**src/rtl/rng_pkg.sv**
```systemverilog
// rng_pkg: shared state encoding, word width and popcount helper for the RNG packer
package rng_pkg;
    localparam int WORD_BITS = 32;
    typedef enum logic [1:0] {ST_IDLE, ST_COLLECT, ST_DRAIN} state_t;
    function automatic logic [5:0] popcount(input logic [WORD_BITS-1:0] w);
        logic [5:0] c;
        c = '0;
        for (int i = 0; i < WORD_BITS; i++) c = c + 6'(w[i]);
        return c;
    endfunction
endpackage

```
**src/rtl/rng_word_fifo.sv**
```systemverilog
// rng_word_fifo: small word buffer with data+last entries and a mark-tail-as-last input
module rng_word_fifo #(
    parameter int DEPTH = 4,
    parameter int WIDTH = 33
) (
    input  logic             clk,
    input  logic             rst_n,
    input  logic             push,
    input  logic [WIDTH-1:0] push_data,
    input  logic             pop,
    input  logic             set_last,
    output logic [WIDTH-1:0] head,
    output logic             full,
    output logic             empty
);
    localparam int AW = $clog2(DEPTH);
    logic [WIDTH-1:0] mem [DEPTH];
    logic [AW:0] wr_ptr, rd_ptr;
    logic [AW-1:0] tail_idx;
    logic do_push, do_pop;
    assign full     = (wr_ptr[AW] != rd_ptr[AW]) && (wr_ptr[AW-1:0] == rd_ptr[AW-1:0]);
    assign empty    = wr_ptr == rd_ptr;
    assign do_push  = push && !full;
    assign do_pop   = pop && !empty;
    assign tail_idx = wr_ptr[AW-1:0] - AW'(1);
    assign head     = mem[rd_ptr[AW-1:0]];
    // read/write pointers; the extra MSB separates full from empty
    always_ff @(posedge clk or negedge rst_n) begin
        if (!rst_n) begin
            wr_ptr <= '0;
            rd_ptr <= '0;
        end else begin
            if (do_push) wr_ptr <= wr_ptr + (AW+1)'(1);
            if (do_pop) rd_ptr <= rd_ptr + (AW+1)'(1);
        end
    end
    // entry storage; set_last flags the most recently written entry
    always_ff @(posedge clk) begin
        if (do_push) mem[wr_ptr[AW-1:0]] <= push_data;
        if (set_last && !empty) mem[tail_idx][WIDTH-1] <= 1'b1;
    end
endmodule

```
**src/rtl/rng_stream_packer.sv**
```systemverilog
// rng_stream_packer: packs entropy bits into 32-bit words and streams them over AXI-Stream
module rng_stream_packer
    import rng_pkg::*;
#(
    parameter int FIFO_DEPTH = 4
) (
    input  logic        CLK,
    input  logic        RST_X,
    input  logic        BIT_IN,
    input  logic        BIT_VALID,
    input  logic        RNG_GO,
    input  logic        RNG_STOP,
    input  logic [31:0] RNG_SEND_BYTES,
    output logic        RNG_RUN,
    output logic        RNG_OVER,
    output logic [31:0] RNG_SENT_BYTES,
    output logic [31:0] RNG_SUM_DATA,
    output logic [31:0] AXIS_RNG_TDATA,
    output logic        AXIS_RNG_TLAST,
    output logic        AXIS_RNG_TVALID,
    input  logic        AXIS_RNG_TREADY
);
    state_t state, state_nx;
    logic [WORD_BITS-1:0] shreg, word;
    logic [WORD_BITS:0] head;
    logic [4:0] bit_cnt;
    logic [29:0] target, pushed;
    logic full, empty, collecting, word_done, push, push_last, set_last, pop;
    assign collecting      = state == ST_COLLECT;
    assign word            = {shreg[WORD_BITS-2:0], BIT_IN};
    assign word_done       = collecting && BIT_VALID && bit_cnt == 5'd31;
    assign push            = word_done && !full;
    assign push_last       = RNG_STOP || (target != '0 && pushed + 30'd1 == target);
    assign set_last        = collecting && RNG_STOP && !push && !empty;
    assign pop             = AXIS_RNG_TVALID && AXIS_RNG_TREADY;
    assign RNG_RUN         = state != ST_IDLE;
    assign AXIS_RNG_TVALID = !empty;
    assign AXIS_RNG_TDATA  = empty ? '0 : head[WORD_BITS-1:0];
    assign AXIS_RNG_TLAST  = !empty && head[WORD_BITS];

    rng_word_fifo #(.DEPTH(FIFO_DEPTH), .WIDTH(WORD_BITS + 1)) u_fifo (
        .clk       (CLK),
        .rst_n     (RST_X),
        .push      (push),
        .push_data ({push_last, word}),
        .pop       (pop),
        .set_last  (set_last),
        .head      (head),
        .full      (full),
        .empty     (empty)
    );

    // state register
    always_ff @(posedge CLK or negedge RST_X) begin
        if (!RST_X) state <= ST_IDLE;
        else        state <= state_nx;
    end

    // next state: a last-tagged push or a stop with buffered words drains, a stop on empty idles
    always_comb begin
        state_nx = state;
        unique case (state)
            ST_IDLE:    if (RNG_GO) state_nx = ST_COLLECT;
            ST_COLLECT: begin
                if ((push && push_last) || (RNG_STOP && !empty)) state_nx = ST_DRAIN;
                else if (RNG_STOP)                                state_nx = ST_IDLE;
            end
            ST_DRAIN:   if (empty) state_nx = ST_IDLE;
            default:    state_nx = ST_IDLE;
        endcase
    end

    // shifter, run counters and sticky overrun; GO in idle starts a fresh run
    always_ff @(posedge CLK or negedge RST_X) begin
        if (!RST_X) begin
            shreg          <= '0;
            bit_cnt        <= '0;
            target         <= '0;
            pushed         <= '0;
            RNG_OVER       <= 1'b0;
            RNG_SENT_BYTES <= '0;
            RNG_SUM_DATA   <= '0;
        end else if (state == ST_IDLE && RNG_GO) begin
            shreg          <= '0;
            bit_cnt        <= '0;
            target         <= RNG_SEND_BYTES[31:2];
            pushed         <= '0;
            RNG_OVER       <= 1'b0;
            RNG_SENT_BYTES <= '0;
            RNG_SUM_DATA   <= '0;
        end else begin
            if (collecting && BIT_VALID) begin
                shreg   <= word;
                bit_cnt <= bit_cnt + 5'd1;
            end
            if (push) pushed <= pushed + 30'd1;
            if (word_done && full) RNG_OVER <= 1'b1;
            if (pop) begin
                RNG_SENT_BYTES <= RNG_SENT_BYTES + 32'd4;
                RNG_SUM_DATA   <= RNG_SUM_DATA + 32'(popcount(AXIS_RNG_TDATA));
            end
        end
    end
endmodule

```
**config.mk**
```make
export PLATFORM = sky130hd
export DESIGN_NAME = rng_stream_packer
export DESIGN_NICKNAME = d
export VERILOG_FILES = /design/src/rtl/rng_pkg.sv /design/src/rtl/rng_word_fifo.sv /design/src/rtl/rng_stream_packer.sv
export SDC_FILE = /design/constraint.sdc
export NUM_CORES = 1
export LEC_CHECK = 0
export ABC_AREA = 1
export ABC_CLOCK_PERIOD_IN_PS = 12800
export CAP_MARGIN = 10
export CORE_ASPECT_RATIO = 1.5
export CORE_MARGIN = 1
export CORE_UTILIZATION = 60
export CTS_CLUSTER_SIZE = 28
export DETAILED_ROUTE_END_ITERATION = 10
export GPL_TIMING_DRIVEN = 0
export PLACE_DENSITY = 0.83
export RECOVER_POWER = 25
export SYNTH_ARGS = -nofsm -noshare
export SYNTH_HDL_FRONTEND = slang
export SYNTH_SLANG_ARGS = --single-unit
```
**constraint.sdc**
```tcl
create_clock -name CLK -period 12.8 [get_ports CLK]
set_input_delay 2.56 -clock CLK [delete_from_list [all_inputs] [get_ports CLK]]
set_output_delay 2.56 -clock CLK [all_outputs]
set_load 0.005 [all_outputs]
```
==> summary.md <==
| Metric | Value |
|---|---|
| Routed via count | `13.6k` |
| Multi-input logic area | `approximately 0.0064 sq mm` |
| Max Cap Violations | `1` |
| Antenna cell count | `0` |
| Routed WL | `44300 um` |
| Outcome | `finished with violations` |
| EDFF count, synth | `132` |
| Failing checks | `max-capacitance violations, max-slew violations` |
| Commonest cells after routing, fill and taps aside | `nand2_1, inv_1, nor2_1, dfrtp_1, edfxtp_1` |
| Worst skew pair latency | `0.57 ns` |
| Vias in the first global route | `13.8k` |
| CP max stage delay | `around 0.70 ns` |
| Flop2flop setup slack | `5.14 ns` |
| Register Area | `about 0.0081 sq mm` |
| Placer Congestion | `0.954` |
| Longest Clk Path Bufs | `3` |
| Drt first-iter violations | `between 900 and 1k` |
| CP cell instances | `inv_1, clkbuf_1, clkbuf_1, nand2_1, a22oi_1, nand2_1, fa_1, fa_1, fa_1, fa_1, fa_1, fa_1, fa_1, inv_1, fa_1, nand3_1, nand2_1, a21oi_1, nor4_4, nand3_2, nor2_1, a2bb2oi_1` |
| Commonest non-fill, non-tap cell in the layout | `nand2_1` |
| Die Y | `200 um` |
| Clock Sink Count | `299` |
| Initial antenna violation count | `1` |
| Initial Util | `0.610` |
| DP HPWL | `roughly 33000 um` |
| Crit path DAT | `around 8.1 ns` |
| Post-synthesis sequential area ratio | `0.519` |
| Post-synthesis async set-or-reset flop share | `0.559` |
| CTS root buffer | `clkbuf_16` |
| Critical path buffer and inverter count | `4` |
| Antenna-violating nets left | `0` |
| Crit path max-delay cell type | `fa_1` |
| CP startpoint kind | `flip-flop` |
| Htree depth | `1` |
| Reg clk slew, reported paths | `0.07 ns` |
| Mapped Area | `0.0157 sq mm` |
| Gr ovfl total | `0` |
| Slew HR | `-1.14` |
| NumNets Final | `between 2k and 2.5k` |
| Fillers | `2034` |
| Num CTS Buffers | `28` |
| Ys Warns | `0` |
| Critical path type | `reg -> reg` |
| Final period util | `0.599` |
| Die area | `~0.027 sq mm` |
| Hold Fails Final Rpt | `0` |
| Cells after Synth | `1839` |
| Crit. path cell count | `22` |
| Top_reg_cell synth | `dfrtp_1` |
| Setup Viol. Count Final | `0` |
| Largest net degree at the start of global routing | `112` |
| DRC | `0` |
| Setup bufs post-CTS | `0` |
| Layout cell share with drive strength beyond 1 | `0.0433` |
| DR WL/cell | `18.7 um` |
| Final Skew | `0.0208 ns` |
| Cell variety after synth | `49` |
| Fin crit period | `~7.7 ns` |
| Max Slew Vio Count | `57` |
| Most common cell on crit path | `fa_1` |
| Worst Reg-to-Reg Cells | `22` |
| Hold path cells | `1` |
| Top delay family on crit path | `adder cells` |
| Critical Path Fanout Max | `10` |
| CTS tree | `yes` |
| Die W | `134 um` |
| GR Util All Layers | `0.341` |
| Measured slew at the worst slew-check pin | `~3.2 ns` |
| # hold bufs at CTS | `0` |
| Input/output buffers | `134` |
| Syn_area_per_cell | `8.54 sq um` |
| Min-Delay Path Class | `reg -> reg` |
| Critical Path RT | `13.27 ns` |
| Vias per cell | `about 5.7` |
| First-pass GRT wire length | `approximately 71000 um` |
| Cell row count | `72` |
| Io pins | `139` |
| CORE AREA | `0.0258 sq mm` |
| Synth-to-Final Area Change | `18.1%` |
| CP Capture Type | `flip-flop` |
| Final TNS setup | `0 ns` |
| Fmax | `130 MHz` |
| #FFs+latches synth | `299` |
| Gates resized, CTS repair | `0` |
| RSZ-0062 raised after global routing | `no` |
| First-pass DRT Iterations | `5` |
==> kinds of logic after synthesis <==
group | synth area share
other | 0.000239
buffers and inverters | 0.0731
AND/OR/NAND/NOR | 0.243
AO/OA/AOI/OAI | 0.0895
adder cells (fa/ha/maj) | 0.0499
flip-flops | 0.519
XOR/XNOR | 0.0261
==> per-stage QoR <==
stage          utilization  hold WS [ns]  cells  setup WS [ns]  cell area [sq um]
3_5_place_dp         0.685         0.481   2312           5.30              17600
4_1_cts              0.720         0.497   2364           5.25              18600
2_1_floorplan            -         0.453   1840           6.65              15700
5_1_grt              0.720         0.506   2364           4.83              18500
3_3_place_gp         0.678         0.468   2307           2.17              17500
6_report             0.720         0.496   2364           5.14              18500
==> per-layer routing <==
metal  global-route usage  up-vias  wire [um]
li1                     -     6358          -
met1                0.382     6472      15900
met2                0.595      577      22600
met3               0.0440      170       2530
met4                0.240        2       3290
met5                    0        -         13
==> cells in the mapped netlist (2+ instances only) <==
master / n / area, sq um
nor3_1: 40 / 200
clkbuf_1: 50 / 188
nor4_1: 9 / 56.3
a22oi_1: 2 / 15.0
buf_2: 5 / 25.0
inv_2: 2 / 7.51
inv_1: 236 / 886
nand3_1: 114 / 571
a22o_1: 3 / 26.3
o31ai_1: 18 / 135
o21a_1: 2 / 15.0
a2bb2oi_1: 3 / 26.3
nand2_2: 6 / 37.5
nand2_1: 505 / 1900
buf_4: 2 / 15.0
xor2_1: 28 / 245
o21bai_1: 2 / 15.0
o21ai_0: 126 / 631
nand4_1: 19 / 119
edfxtp_1: 132 / 3960
a31oi_1: 2 / 12.5
dfrtp_1: 167 / 4180
nor3b_1: 3 / 22.5
nor2_2: 10 / 62.6
and2_1: 3 / 18.8
a21oi_1: 34 / 170
o22ai_1: 49 / 307
nor2_4: 3 / 33.8
xnor2_1: 11 / 96.3
nand3_2: 5 / 50.1
nor2_1: 177 / 664
o21ai_1: 2 / 10.0
buf_1: 7 / 26.3
fa_1: 26 / 521
xnor3_1: 2 / 45.0
ha_1: 21 / 263
==> area by class of cell <==
| cell class | instances | area share |
|---|---|---|
| well taps | 333 | 0.0225 |
| multi-input cells | 1239 | 0.347 |
| repair buffers | 139 | 0.0794 |
| inverters | 238 | 0.0482 |
| clock buffers | 36 | 0.0411 |
| flip-flops and latches | 299 | 0.439 |
| clock inverters | 16 | 0.00864 |
| plain buffers | 64 | 0.0137 |
==> flip-flops by register name, indices dropped and copies added, names as in the netlist, 3 cells and up <==
name and flops:
target 30, RNG_SUM_DATA 32, u_fifo.wr_ptr 3, pushed 30, u_fifo.mem 132, shreg 31
u_fifo.rd_ptr 3, bit_cnt 5, RNG_SENT_BYTES 30
==> path summary, 6_finish.rpt <==
kind                                  start            endpoint
setup / recovery           u_fifo.rd_ptr[0]    RNG_SUM_DATA[18]
min in group asynchronous             RST_X          pushed[11]
max in group asynchronous             RST_X  RNG_SENT_BYTES[28]
setup reg to reg           u_fifo.rd_ptr[0]    RNG_SUM_DATA[18]
hold reg to reg                    RNG_OVER            RNG_OVER
hold / removal                     RNG_OVER            RNG_OVER
Power is left out: the tool's default activity adds up to more than one toggle a clock period on the data nets, which glitch-free logic cannot reach.
